[config.mk]
export PLATFORM = sky130hd
export DESIGN_NAME = wdt_cfg_sync_rx
export DESIGN_NICKNAME = d
export VERILOG_FILES = /design/src/rtl/wdt_cfg_sync_rx.sv
export SDC_FILE = /design/constraint.sdc
export NUM_CORES = 1
export LEC_CHECK = 0
export ABC_AREA = 1
export CAP_MARGIN = 10
export CORE_MARGIN = 8
export CORE_UTILIZATION = 45
export CTS_BUF_LIST = sky130_fd_sc_hd__clkbuf_16
export DETAILED_ROUTE_END_ITERATION = 8
export HOLD_SLACK_MARGIN = 0.08
export PLACE_DENSITY_LB_ADDON = 0.25
export SETUP_SLACK_MARGIN = 0.05
export SLEW_MARGIN = 20
export SYNTH_ARGS = -nofsm -noshare
export SYNTH_HDL_FRONTEND = slang
export SYNTH_SLANG_ARGS = --single-unit
[constraint.sdc]
create_clock -name clk2 -period 3.2 [get_ports clk2]
set_input_delay 0.96 -clock clk2 [delete_from_list [all_inputs] [get_ports clk2]]
set_output_delay 0.96 -clock clk2 [all_outputs]
set_load 0.01 [all_outputs]
[src/rtl/wdt_cfg_sync_rx.sv]
// wdt_cfg_sync_rx: clk2-side receiver for watchdog config writes sent over
// a toggle req/ack handshake from the bus clock domain.
//
// Ports:
//   clk2, rst2 (async, active-high)     timer-domain clock and reset
//   req_tgl                             request toggle, asynchronous to clk2
//   wr_sel[1:0], wr_data[31:0]          quasi-static write select and data
//   WDEN_clk2, WDLIVE_clk2, WTOCNT_clk2 watchdog timer controls
//   ack_tgl, ack_err                    ack toggle and status of last request
//
// Build option: define WDT_SYNC3_EN for a three-stage request synchronizer.
module wdt_cfg_sync_rx #(
  parameter logic [31:0] WTOCNT_RST = 32'hFFFF_FFFF
) (
  input  logic        clk2,
  input  logic        rst2,
  input  logic        req_tgl,
  input  logic [1:0]  wr_sel,
  input  logic [31:0] wr_data,
  output logic        WDEN_clk2,
  output logic        WDLIVE_clk2,
  output logic [31:0] WTOCNT_clk2,
  output logic        ack_tgl,
  output logic        ack_err
);

  typedef enum logic [1:0] {
    IDLE  = 2'd0,
    APPLY = 2'd1,
    ACK   = 2'd2
  } state_e;

  state_e      state_q;
  logic        sync1_q;
  logic        sync2_q;
  logic        req_sync;
  logic        req_seen_q;
  logic [1:0]  sel_h_q;
  logic [31:0] data_h_q;
  logic        err_q;
  logic        err_d;
  logic        pending;

  logic        wden_q;
  logic        wdlive_q;
  logic [31:0] wtocnt_q;
  logic        ack_tgl_q;
  logic        ack_err_q;

`ifdef WDT_SYNC3_EN
  logic sync3_q;

  always_ff @(posedge clk2 or posedge rst2) begin
    if (rst2) begin
      sync3_q <= 1'b0;
    end else begin
      sync3_q <= sync2_q;
    end
  end

  assign req_sync = sync3_q;
`else
  assign req_sync = sync2_q;
`endif

  // Plain flop chain; nothing sits between the stages.
  always_ff @(posedge clk2 or posedge rst2) begin
    if (rst2) begin
      sync1_q <= 1'b0;
      sync2_q <= 1'b0;
    end else begin
      sync1_q <= req_tgl;
      sync2_q <= sync1_q;
    end
  end

  assign pending = req_sync ^ req_seen_q;

  // A WTOCNT write is refused while the watchdog is running.
  always_comb begin
    err_d = 1'b0;
    unique case (sel_h_q)
      2'd0: err_d = 1'b0;
      2'd1: err_d = 1'b0;
      2'd2: err_d = wden_q;
      2'd3: err_d = 1'b1;
      default: err_d = 1'b1;
    endcase
  end

  always_ff @(posedge clk2 or posedge rst2) begin
    if (rst2) begin
      state_q    <= IDLE;
      req_seen_q <= 1'b0;
      sel_h_q    <= 2'd0;
      data_h_q   <= 32'd0;
      err_q      <= 1'b0;
      wden_q     <= 1'b0;
      wdlive_q   <= 1'b0;
      wtocnt_q   <= WTOCNT_RST;
      ack_tgl_q  <= 1'b0;
      ack_err_q  <= 1'b0;
    end else begin
      unique case (state_q)
        IDLE: begin
          if (pending) begin
            sel_h_q  <= wr_sel;
            data_h_q <= wr_data;
            state_q  <= APPLY;
          end
        end
        APPLY: begin
          err_q <= err_d;
          unique case (sel_h_q)
            2'd0: wden_q <= data_h_q[0];
            2'd1: wdlive_q <= data_h_q[0];
            2'd2: begin
              if (!wden_q) begin
                wtocnt_q <= data_h_q;
              end
            end
            default: ;
          endcase
          state_q <= ACK;
        end
        ACK: begin
          ack_tgl_q  <= ~ack_tgl_q;
          ack_err_q  <= err_q;
          req_seen_q <= ~req_seen_q;
          wdlive_q   <= 1'b0;
          state_q    <= IDLE;
        end
        default: state_q <= IDLE;
      endcase
    end
  end

  assign WDEN_clk2   = wden_q;
  assign WDLIVE_clk2 = wdlive_q;
  assign WTOCNT_clk2 = wtocnt_q;
  assign ack_tgl     = ack_tgl_q;
  assign ack_err     = ack_err_q;

endmodule

==> flow_summary.ini <==
[status]
status = completed

[sta]
min_period_ps = 2360
fin_skew_ps = 5.97
min_period_over_period_pct = 73.9
maxSlewHeadroom_pct = 52.7
tightest_slew_ps = 707
finalSetupViolations = 0
tns_ps = 0
hold_violations = 0
drv_slew = 0
holdWs_ps = 349
max_freq_ghz = 0.423
rsz0062_at_grt = false

[critical_path]
slowest_stage = clkdlybuf4s50_1
crit_family = buffers and inverters
critPathLaunch = WTOCNT_clk2[11]$_DFFE_PP1P_
worst-r2r-cell-count = 5
cp.depth = 1
reg2reg_to = data_h_q[5]$_DFFE_PP0P_
path_class = flip-flop to output pin
critPathMaxStageDelay_ps = 550
cp.buffers_inverters = 1
cp.arrival_ps = 1400
crit_chain = clkdlybuf4s50_1
cp.required_ps = 2240
cp_max_fo = 2
endpoint = WTOCNT_clk2[11]
crit_path_end_kind = output pin
cp-start-kind = flip-flop
r2r-start = req_seen_q$_DFFE_PP0P_
r2r_setup_slack_ps = 1360

[final_layout]
layout.cells.non_filler = 498
final_area_mm2 = 0.00419
layout-drive-gt1-share_pct = 13.9
diodes = 0
area_delta_synth_final_pct = 31.2
layout_commonest_cell = nand2_1
nNetsFinal = 434
final_cell_mix = 142 x nand2_1, 72 x clkdlybuf4s50_1, 67 x nand4_1

[floorplanning]
core_area_mm2 = 0.00683
dieHeight_um = 100
ios = 73
row_count = 30
start_util_pct = 46.7
fp.dieArea_mm2 = 0.0100
die_w_um = 100

[worst_hold_path]
hp-class = flip-flop to flip-flop
worstHoldStart = sync1_q$_DFF_PP0_

[global_route]
antenna_found_initial = 0
grt_max_degree = 47
overflow = 0
grt_pass1_wl_um = 13300
grt_usage_pct = 16.9
grt_pass1_vias = 2640

[drt]
antenna_left = 0
wl_per_cell_um = 15.8
drtIter0Drc = 173
drc = 0
dr.pass1.iters = 4
routed_wl_um = 7890
via_count = 2592
vias_per_cell = 5.20

[clock_network]
clockBufferDepth = 2
clock-root-buffer = clkbuf_16
clock-sinks = 76
clk_latency_ps = 320
cts_buffers = 9
cts_setup_buffers = 0
cts_hold_buf = 0
cts_tree = yes
htreeDepth = 3
cts.repair.resized = 0
clk_pin_slew_ps = 60

[synth]
ys_seq_elements = 76
synth_cells = 335
synth_top_area_share_pct = 34.5
ys_types = 20
synth_area_mm2 = 0.00319
synth_fp_nets = 372
synthTopCellsByArea = dfrtp_1 34%, dfstp_2 26%, nand2_1 17%
synth_area_leader_cell = dfrtp_1
yosys_warnings = 0
synth-seq-area-share_pct = 60.8
syn_area_per_cell_um2 = 9.53

[placed_design]
placedInstanceArea_mm2 = 0.00394
gp_congestion = 0.766
hpwl_um = 4910
numPortBuffers = 72
dp_cells = 482

[power]
clkPwrFrac_pct = 19.8
p_per_area_mw_per_mm2 = 1020
seqPwrFrac_pct = 40.8
switching_share_pct = 37.4
p_int_w = 0.00268
pwr-share-comb_pct = 39.4
p_leak_nw = 1.97
p_sw_w = 0.00160
peakVddDrop_mv = 0.490

[flow_run]
cap_violations = 0
==> how the worst min path moves through the flow <==
stage | end | slack [ps] | cells after the start
after floorplan | req_sync$_DFF_PP0_ | 330 | 0
after global placement | req_sync$_DFF_PP0_ | 330 | 0
after detailed placement | req_sync$_DFF_PP0_ | 340 | 0
after CTS | req_sync$_DFF_PP0_ | 350 | 0
after global routing | req_sync$_DFF_PP0_ | 360 | 0
final | req_sync$_DFF_PP0_ | 350 | 0
==> routing by layer <==
| layer | vias to the layer above | share of wire [%] | global-route usage (%) |
|---|---|---|---|
| met4 | 0 | 2.1 | 8.49 |
| met1 | 1231 | 44 | 21.2 |
| li1 | 1262 | - | - |
| met2 | 84 | 47 | 25.5 |
| met5 | - | 0 | 0 |
| met3 | 15 | 7.7 | 5.47 |
==> state kept, by name (all words and copies together) (netlist names) <==
register / count
WDEN_clk2: 1
WDLIVE_clk2: 1
data_h_q: 32
req_seen_q: 1
WTOCNT_clk2: 32
sel_h_q: 2
sync1_q: 1
state_q: 2
req_sync: 1
err_q: 1
ack_tgl: 1
ack_err: 1
==> through the flow <==
| stage | utilization [%] | worst slack, ps | total power, W |
|---|---|---|---|
| after floorplan | - | 355 | 0.00283 |
| after global placement | 57.6 | 1170 | 0.00341 |
| after detailed placement | 57.6 | 1160 | 0.00346 |
| after CTS | 61.3 | 817 | 0.00433 |
| after global routing | 61.3 | 787 | 0.00461 |
| final | 61.3 | 835 | 0.00428 |
==> cell usage after synthesis (all sizes together) <==
master,n
nor2,4
o21ai,2
nand3,5
dfrtp,44
dfstp,32
nand4,67
nand2,144
xnor2,1
buf,20
clkbuf,6
xor2,1
inv,9
==> power by group through the flow <==
stage	Combinational, W	Clock [W]	Sequential (W)
after CTS	0.00171	0.000873	0.00175
after global placement	0.00168	0	0.00173
final	0.00169	0.000850	0.00175
after global routing	0.00190	0.000913	0.00180
after floorplan	0.00101	0	0.00181
after detailed placement	0.00170	0	0.00176
==> cells by family after synthesis <==
family	count (synthesis)	synth area share (%)
AND/OR/NAND/NOR	220	32.6
flip-flops	76	60.8
buffers and inverters	35	5.72
AO/OA/AOI/OAI	2	0.314
XOR/XNOR	2	0.549
==> layout make-up <==
| class | count | area, um2 |
|---|---|---|
| clock buffers | 9 | 225 |
| inverters | 9 | 35.0 |
| well taps | 96 | 120 |
| fillers | 645 | 2640 |
| multi-input cells | 224 | 1070 |
| flip-flops and latches | 76 | 1940 |
| clock inverters | 7 | 27.5 |
| repair buffers | 77 | 771 |
Power figures use the tool's default switching activity.
